$ cat config.mk
export PLATFORM = sky130hd
export DESIGN_NAME = serial_addsub_n_flat
export DESIGN_NICKNAME = d
export VERILOG_FILES = /design/src/rtl/serial_pkg.sv /design/src/rtl/serial_addsub_n_if.sv /design/src/rtl/serial_fa_cell.sv /design/src/rtl/serial_addsub_n.sv /design/src/flat_wrapper.sv
export SDC_FILE = /design/constraint.sdc
export NUM_CORES = 1
export LEC_CHECK = 0
export BUFFER_PORTS_ARGS = -buffer_cell sky130_fd_sc_hd__buf_2
export CORE_MARGIN = 3
export CORE_UTILIZATION = 50
export DETAILED_ROUTE_END_ITERATION = 7
export PLACE_DENSITY = 0.76
export SLEW_MARGIN = 20
export SYNTH_ARGS = -nofsm -noshare
export SYNTH_HDL_FRONTEND = slang
export SYNTH_HIERARCHICAL = 1
export SYNTH_SLANG_ARGS = --single-unit
$ cat constraint.sdc
create_clock -name clk -period 2 [get_ports clk]
set_clock_uncertainty 0.15 [all_clocks]
set_input_delay 0.2 -clock clk [delete_from_list [all_inputs] [get_ports clk]]
set_output_delay 0.2 -clock clk [all_outputs]
set_load 0.02 [all_outputs]
$ cat src/rtl/serial_pkg.sv
// Shared definitions for the bit-serial arithmetic blocks: FSM state type and
// a single-bit full adder used by the serial datapaths.
package serial_pkg;

    typedef enum logic [1:0] {
        IDLE = 2'd0,
        RUN  = 2'd1,
        DONE = 2'd2
    } state_t;

    // Returns {carry, sum}.
    function automatic logic [1:0] full_add(input logic a, input logic b, input logic c);
        logic s;
        logic co;
        s  = a ^ b ^ c;
        co = (a & b) | (a & c) | (b & c);
        return {co, s};
    endfunction

endpackage

$ cat src/rtl/serial_addsub_n_if.sv
// Handshake and data bundle of serial_addsub_n; slave is the adder side,
// master is the side that feeds operands and consumes the result.
interface serial_addsub_n_if #(
    parameter int WIDTH = 8
);
    logic             start;
    logic             sub;
    logic             carryin;
    logic             a_bit;
    logic             b_bit;
    logic             busy;
    logic             sum_bit;
    logic [WIDTH-1:0] y;
    logic             carryout;
    logic             overflow;
    logic             done;

    modport master (
        output start, sub, carryin, a_bit, b_bit,
        input  busy, sum_bit, y, carryout, overflow, done
    );

    modport slave (
        input  start, sub, carryin, a_bit, b_bit,
        output busy, sum_bit, y, carryout, overflow, done
    );
endinterface

$ cat src/rtl/serial_fa_cell.sv
// Full adder with a registered carry: load presets the carry, clr zeroes it,
// en advances it by one bit position.
module serial_fa_cell
    import serial_pkg::*;
(
    input  logic clk,
    input  logic rst_n,
    input  logic load_i,
    input  logic load_val_i,
    input  logic clr_i,
    input  logic en_i,
    input  logic a_i,
    input  logic b_i,
    output logic s_o,
    output logic c_next_o
);
    logic       c_q;
    logic       c_d;
    logic [1:0] fa;

    assign fa       = full_add(a_i, b_i, c_q);
    assign s_o      = fa[0];
    assign c_next_o = fa[1];

    always_comb begin
        c_d = c_q;
        if (load_i)
            c_d = load_val_i;
        else if (clr_i)
            c_d = 1'b0;
        else if (en_i)
            c_d = fa[1];
    end

    always_ff @(posedge clk or negedge rst_n) begin
        if (!rst_n)
            c_q <= 1'b0;
        else
            c_q <= c_d;
    end
endmodule

$ cat src/rtl/serial_addsub_n.sv
// Bit-serial WIDTH-bit adder/subtractor, LSB first, start/done handshake.
// Define SERIAL_ADDSUB_OVF_EN to build the signed-overflow flag; otherwise it reads 0.
module serial_addsub_n
    import serial_pkg::*;
#(
    parameter int WIDTH = 8
) (
    input  logic              clk,
    input  logic              rst_n,
    serial_addsub_n_if.slave  bus
);
    localparam int CNT_W = $clog2(WIDTH + 1);

    state_t           state_q, state_d;
    logic [CNT_W-1:0] count_q, count_d;
    logic [WIDTH-1:0] y_q, y_d;
    logic             sum_bit_q, sum_bit_d;
    logic             carryout_q, carryout_d;
    logic             sub_q, sub_d;

    logic accept, run, last, b_eff, s, c_next;
    logic busy, done;

    assign accept = bus.start && ((state_q == IDLE) || (state_q == DONE));
    assign run    = (state_q == RUN);
    assign last   = run && (count_q == CNT_W'(WIDTH - 1));
    assign b_eff  = bus.b_bit ^ sub_q;

    // Subtraction is a + ~b + ~borrow_in, so the carry preset is inverted.
    serial_fa_cell u_fa (
        .clk        (clk),
        .rst_n      (rst_n),
        .load_i     (accept),
        .load_val_i (bus.sub ? ~bus.carryin : bus.carryin),
        .clr_i      ((state_q == DONE) && !bus.start),
        .en_i       (run),
        .a_i        (bus.a_bit),
        .b_i        (b_eff),
        .s_o        (s),
        .c_next_o   (c_next)
    );

    always_comb begin
        state_d = state_q;
        busy    = 1'b0;
        done    = 1'b0;
        case (state_q)
            IDLE: if (bus.start) state_d = RUN;
            RUN: begin
                busy = 1'b1;
                if (last) state_d = DONE;
            end
            DONE: begin
                done    = 1'b1;
                state_d = bus.start ? RUN : IDLE;
            end
            default: state_d = IDLE;
        endcase
    end

    always_comb begin
        count_d    = count_q;
        y_d        = y_q;
        sum_bit_d  = sum_bit_q;
        carryout_d = carryout_q;
        sub_d      = sub_q;
        if (accept) begin
            count_d = '0;
            sub_d   = bus.sub;
        end
        if (run) begin
            y_d       = {s, y_q[WIDTH-1:1]};
            sum_bit_d = s;
            count_d   = count_q + CNT_W'(1);
        end
        if (last)
            carryout_d = c_next;
    end

    always_ff @(posedge clk or negedge rst_n) begin
        if (!rst_n) begin
            state_q    <= IDLE;
            count_q    <= '0;
            y_q        <= '0;
            sum_bit_q  <= 1'b0;
            carryout_q <= 1'b0;
            sub_q      <= 1'b0;
        end else begin
            state_q    <= state_d;
            count_q    <= count_d;
            y_q        <= y_d;
            sum_bit_q  <= sum_bit_d;
            carryout_q <= carryout_d;
            sub_q      <= sub_d;
        end
    end

`ifdef SERIAL_ADDSUB_OVF_EN
    logic ovf_q, ovf_d;

    // Carry into the MSB is recovered from the sum: c = s ^ a ^ b.
    always_comb begin
        ovf_d = ovf_q;
        if (last)
            ovf_d = (s ^ bus.a_bit ^ b_eff) ^ c_next;
    end

    always_ff @(posedge clk or negedge rst_n) begin
        if (!rst_n)
            ovf_q <= 1'b0;
        else
            ovf_q <= ovf_d;
    end

    assign bus.overflow = ovf_q;
`else
    assign bus.overflow = 1'b0;
`endif

    assign bus.busy     = busy;
    assign bus.done     = done;
    assign bus.y        = y_q;
    assign bus.sum_bit  = sum_bit_q;
    assign bus.carryout = carryout_q;
endmodule

$ cat src/flat_wrapper.sv
// flat-port wrapper written by rule: the top's interface ports become plain ports
module serial_addsub_n_flat import serial_pkg::*;
#(
    parameter int WIDTH = 8
)
  (clk, rst_n, bus_start, bus_sub, bus_carryin, bus_a_bit, bus_b_bit, bus_busy, bus_sum_bit, bus_y, bus_carryout, bus_overflow, bus_done);
  serial_addsub_n_if #(.WIDTH(WIDTH)) bus_i ();
  input  logic clk;
  input  logic rst_n;
  input wire logic [$bits(bus_i.start)-1:0] bus_start;
  input wire logic [$bits(bus_i.sub)-1:0] bus_sub;
  input wire logic [$bits(bus_i.carryin)-1:0] bus_carryin;
  input wire logic [$bits(bus_i.a_bit)-1:0] bus_a_bit;
  input wire logic [$bits(bus_i.b_bit)-1:0] bus_b_bit;
  output wire logic [$bits(bus_i.busy)-1:0] bus_busy;
  output wire logic [$bits(bus_i.sum_bit)-1:0] bus_sum_bit;
  output wire logic [$bits(bus_i.y)-1:0] bus_y;
  output wire logic [$bits(bus_i.carryout)-1:0] bus_carryout;
  output wire logic [$bits(bus_i.overflow)-1:0] bus_overflow;
  output wire logic [$bits(bus_i.done)-1:0] bus_done;
  assign bus_i.start = bus_start;
  assign bus_i.sub = bus_sub;
  assign bus_i.carryin = bus_carryin;
  assign bus_i.a_bit = bus_a_bit;
  assign bus_i.b_bit = bus_b_bit;
  assign bus_busy = bus_i.busy;
  assign bus_sum_bit = bus_i.sum_bit;
  assign bus_y = bus_i.y;
  assign bus_carryout = bus_i.carryout;
  assign bus_overflow = bus_i.overflow;
  assign bus_done = bus_i.done;
  serial_addsub_n #(.WIDTH(WIDTH)) u_core (.clk(clk), .rst_n(rst_n), .bus(bus_i));
endmodule
==> results.cfg <==
[status]
status = finished clean

[clock_network]
post_cts_resized = 0
cts_tree = done
htreeDepth = 1
cts-buffers-inserted = 3
root_buffer = clkbuf_4
cts_sinks = 17
clkLatencyLatePin_ps = 290
ctsLongestPathBuffers = 2
clk_pin_slew_worst_paths_ps = 100

[die]
die_area_sq_um = 2121
pin_count = 20
fp.coreArea_sq_um = 1399
die_w_microns = 46.05
initial_core_util_pct = 57.33
core.rowCount = 13
die_y_microns = 46.05

[synthesis]
syn_area_per_cell_sq_um = 10.28
synth_nets = 87
muxShareOfSynthArea_pct = 8.580
synthArstFlopShare_pct = 100.0
synth_area_leaders = dfrtp_1 (53%), nand2_1 (16%), nand2b_4 (3.4%)
yosysUniqueCellTypes = 22
synth_top_cell_by_area = dfrtp_1
synth_seq_cells = 17
synthesis.area_sq_um = 802.0
netlist_instances = 78
synth-simple-area-share_pct = 24.49
synth_top_area_share_pct = 53.04
yosysWarnings = 6
synth_xor_area_share_pct = 2.184
synthAdderAreaFrac_pct = 4.056
synth_edf_count = 0
ys_seq_area_share_pct = 53.04
ys.flop_type = dfrtp_1
synth_top_family_by_area = simple AND/OR/NAND/NOR gates
synth_compound_area_share_pct = 2.808

[min_path]
hold_path_class = in2reg

[setup_path]
max_stage_delay_ps = 390
worstSetupStartpointType = register
required_ps = 1650
worst-path-buf-inv = 2
critical_path.cell_chain = nand2b_4 -> inv_2 -> buf_2
path_max_fanout = 14
end_kind = output pin
crit_type = reg2out
worst_path_max_delay_cell = dfrtp_1
crit_family = buffers and inverters
arrival_ps = 1340

[sta]
final_max_slew_viol_count = 0
timing.final.crit_share_pct = 84.31
whs_ps = 53.71
tns_ps = 0
layout_min_cycle_time_ps = 1686
finalSetupViolCount = 0
report.final.hold_viol_count = 0
fmax_ghz = 0.5931
rsz0062_at_grt = no

[layout]
drive_gt1_share_pct = 30.61
fin_cells = 113
register_area_sq_um = 425.4
fillCellCount = 120
synthToLayoutAreaGrowth_pct = 16.22
antenna_cells = 0
fin_nets = 108
multi_input_area_sq_um = 341.6

[power_and_ir_drop]
power_density_nw_per_um2 = 1668
clkPwrFrac_pct = 11.6
seqPwrFrac_pct = 40.4
internal_power_mw = 0.8760
switching_share_pct = 43.66
leakagePower_nw = 0.5115
comb_power_share_pct = 48.0
switching_power_mw = 0.6789
power_mw = 1.555
peakVddDrop_mv = 0.8210

[grt]
grt_pass1_wl_microns = 2428
grt_start_max_net_pins = 18
track_usage_pct = 16.46
antenna_found_initial = 0
grt_pass1_vias = 550
grt_overflow = 0

[placement]
numPortBuffers = 18
place.gp.congestion = 0.7297
numPlacedInstances = 107
dp_hpwl_microns = 1019

[drt]
wl_microns = 1398
ant_nets = 0
wl_per_cell_microns = 12.37
drc_errors = 0
dr.first_iter.drc_count = 2
via_per_inst = 4.938
vias = 558
dr.pass1.iters = 4

[run]
cap_viol_max_count = 0
routing by layer:
| layer | global-route usage, % | part of all wire [%] | vias to the layer above |
|---|---|---|---|
| met5 | 0 | 0 | - |
| met4 | 8.523 | 1.1 | 0 |
| met3 | 3.516 | 5.4 | 2 |
| met2 | 23.63 | 46 | 18 |
| met1 | 23.13 | 47 | 252 |
| li1 | - | - | 286 |
worst reg2reg max path: stages (launching register included):
cell     delay, ps
dfrtp_1        400
xor2_1         180
fa_1           410
mux2_1         310
cell usage in the layout (no fill, tap or decap):
cell type,Yosys,routed
nand2_1,34,34
buf_2,2,18
dfrtp_1,17,17
clkbuf_4,0,3
dlygate4sd3_1,0,2
nand2b_4,2,2
xor2_1,2,2
nand3_1,2,2
o21ai_0,2,2
mux2i_1,2,2
clkbuf_1,0,1
inv_2,1,1
and2b_2,1,1
inv_4,1,1
nor2b_1,1,1
nor3_2,1,1
mux2_1,1,1
mux2_4,1,1
mux2i_4,1,1
nand4_1,1,1
ha_1,1,1
conb_1,1,1
o31ai_2,1,1
fa_1,1,1
cell families (layout without fill, tap and decap cells):
kind of cell / Yosys count / count (layout)
and+or+nand+nor: 42 / 42
DFF: 17 / 17
buffers and inverters: 6 / 26
muxes: 5 / 5
AOI/OAI and AO/OA: 3 / 3
adders and majority gates: 2 / 2
xor gates and xnor gates: 2 / 2
other: 1 / 1
power groups by stage:
stage	registers [mW]	clock network, mW	logic (mW)
2_1_floorplan	0.719	0	0.483
3_3_place_gp	0.627	0	0.735
3_5_place_dp	0.635	0	0.753
4_1_cts	0.628	0.192	0.757
5_1_grt	0.655	0.206	0.841
6_report	0.628	0.180	0.747
registers in the layout, indices dropped and copies added (netlist names):
name,cells
u_core/sub_q,1
u_core/bus.carryout,1
u_core/u_fa/c_q,1
u_core/count_q,4
u_core/state_q,2
u_core/bus.y,8
layout make-up:
class,instances,area share (%)
multi-input cells,55,36.64
clock buffers,4,2.819
inverters,2,1.074
flip-flops and latches,17,45.64
well taps,15,2.013
repair buffers,20,11.81
metrics by stage:
stage / worst slack (ps) / area [sq um] / util, %
finish: 313.8 / 932.1 / 66.64
global route: 215.8 / 932.1 / 66.64
CTS: 303.7 / 932.1 / 66.64
detailed placement: 458.0 / 885.9 / 63.33
global placement: 490.6 / 885.9 / 63.33
floorplan: 506.2 / 802.0 / -
final timing paths:
check                                   from                  end  slack [ps]  cells past startpoint
max                        u_core/state_q[1]             bus_busy         310                      3
min                                bus_start    u_core/state_q[0]          50                      3
max reg2reg                     u_core/sub_q  u_core/bus.carryout         440                      3
min reg2reg                  u_core/bus.y[0]      u_core/bus.y[0]         330                      2
max in group asynchronous              rst_n      u_core/bus.y[3]        1230                      2
min in group asynchronous              rst_n         u_core/sub_q         200                      2
repair_timing:
item,in CTS,in global routing
endpoints found under the setup margin,0,0
buffers inserted,0,0
hold buffers,2,0
endpoints found under the hold margin,18,0
cells in the mapped netlist, types with 2 or more instances:
| cell type | n |
|---|---|
| o21ai_0 | 2 |
| nand2b_4 | 2 |
| buf_2 | 2 |
| nand3_1 | 2 |
| dfrtp_1 | 17 |
| nand2_1 | 34 |
| mux2i_1 | 2 |
| buf_4 | 2 |
| xor2_1 | 2 |
(Power assumes the default switching activity.)
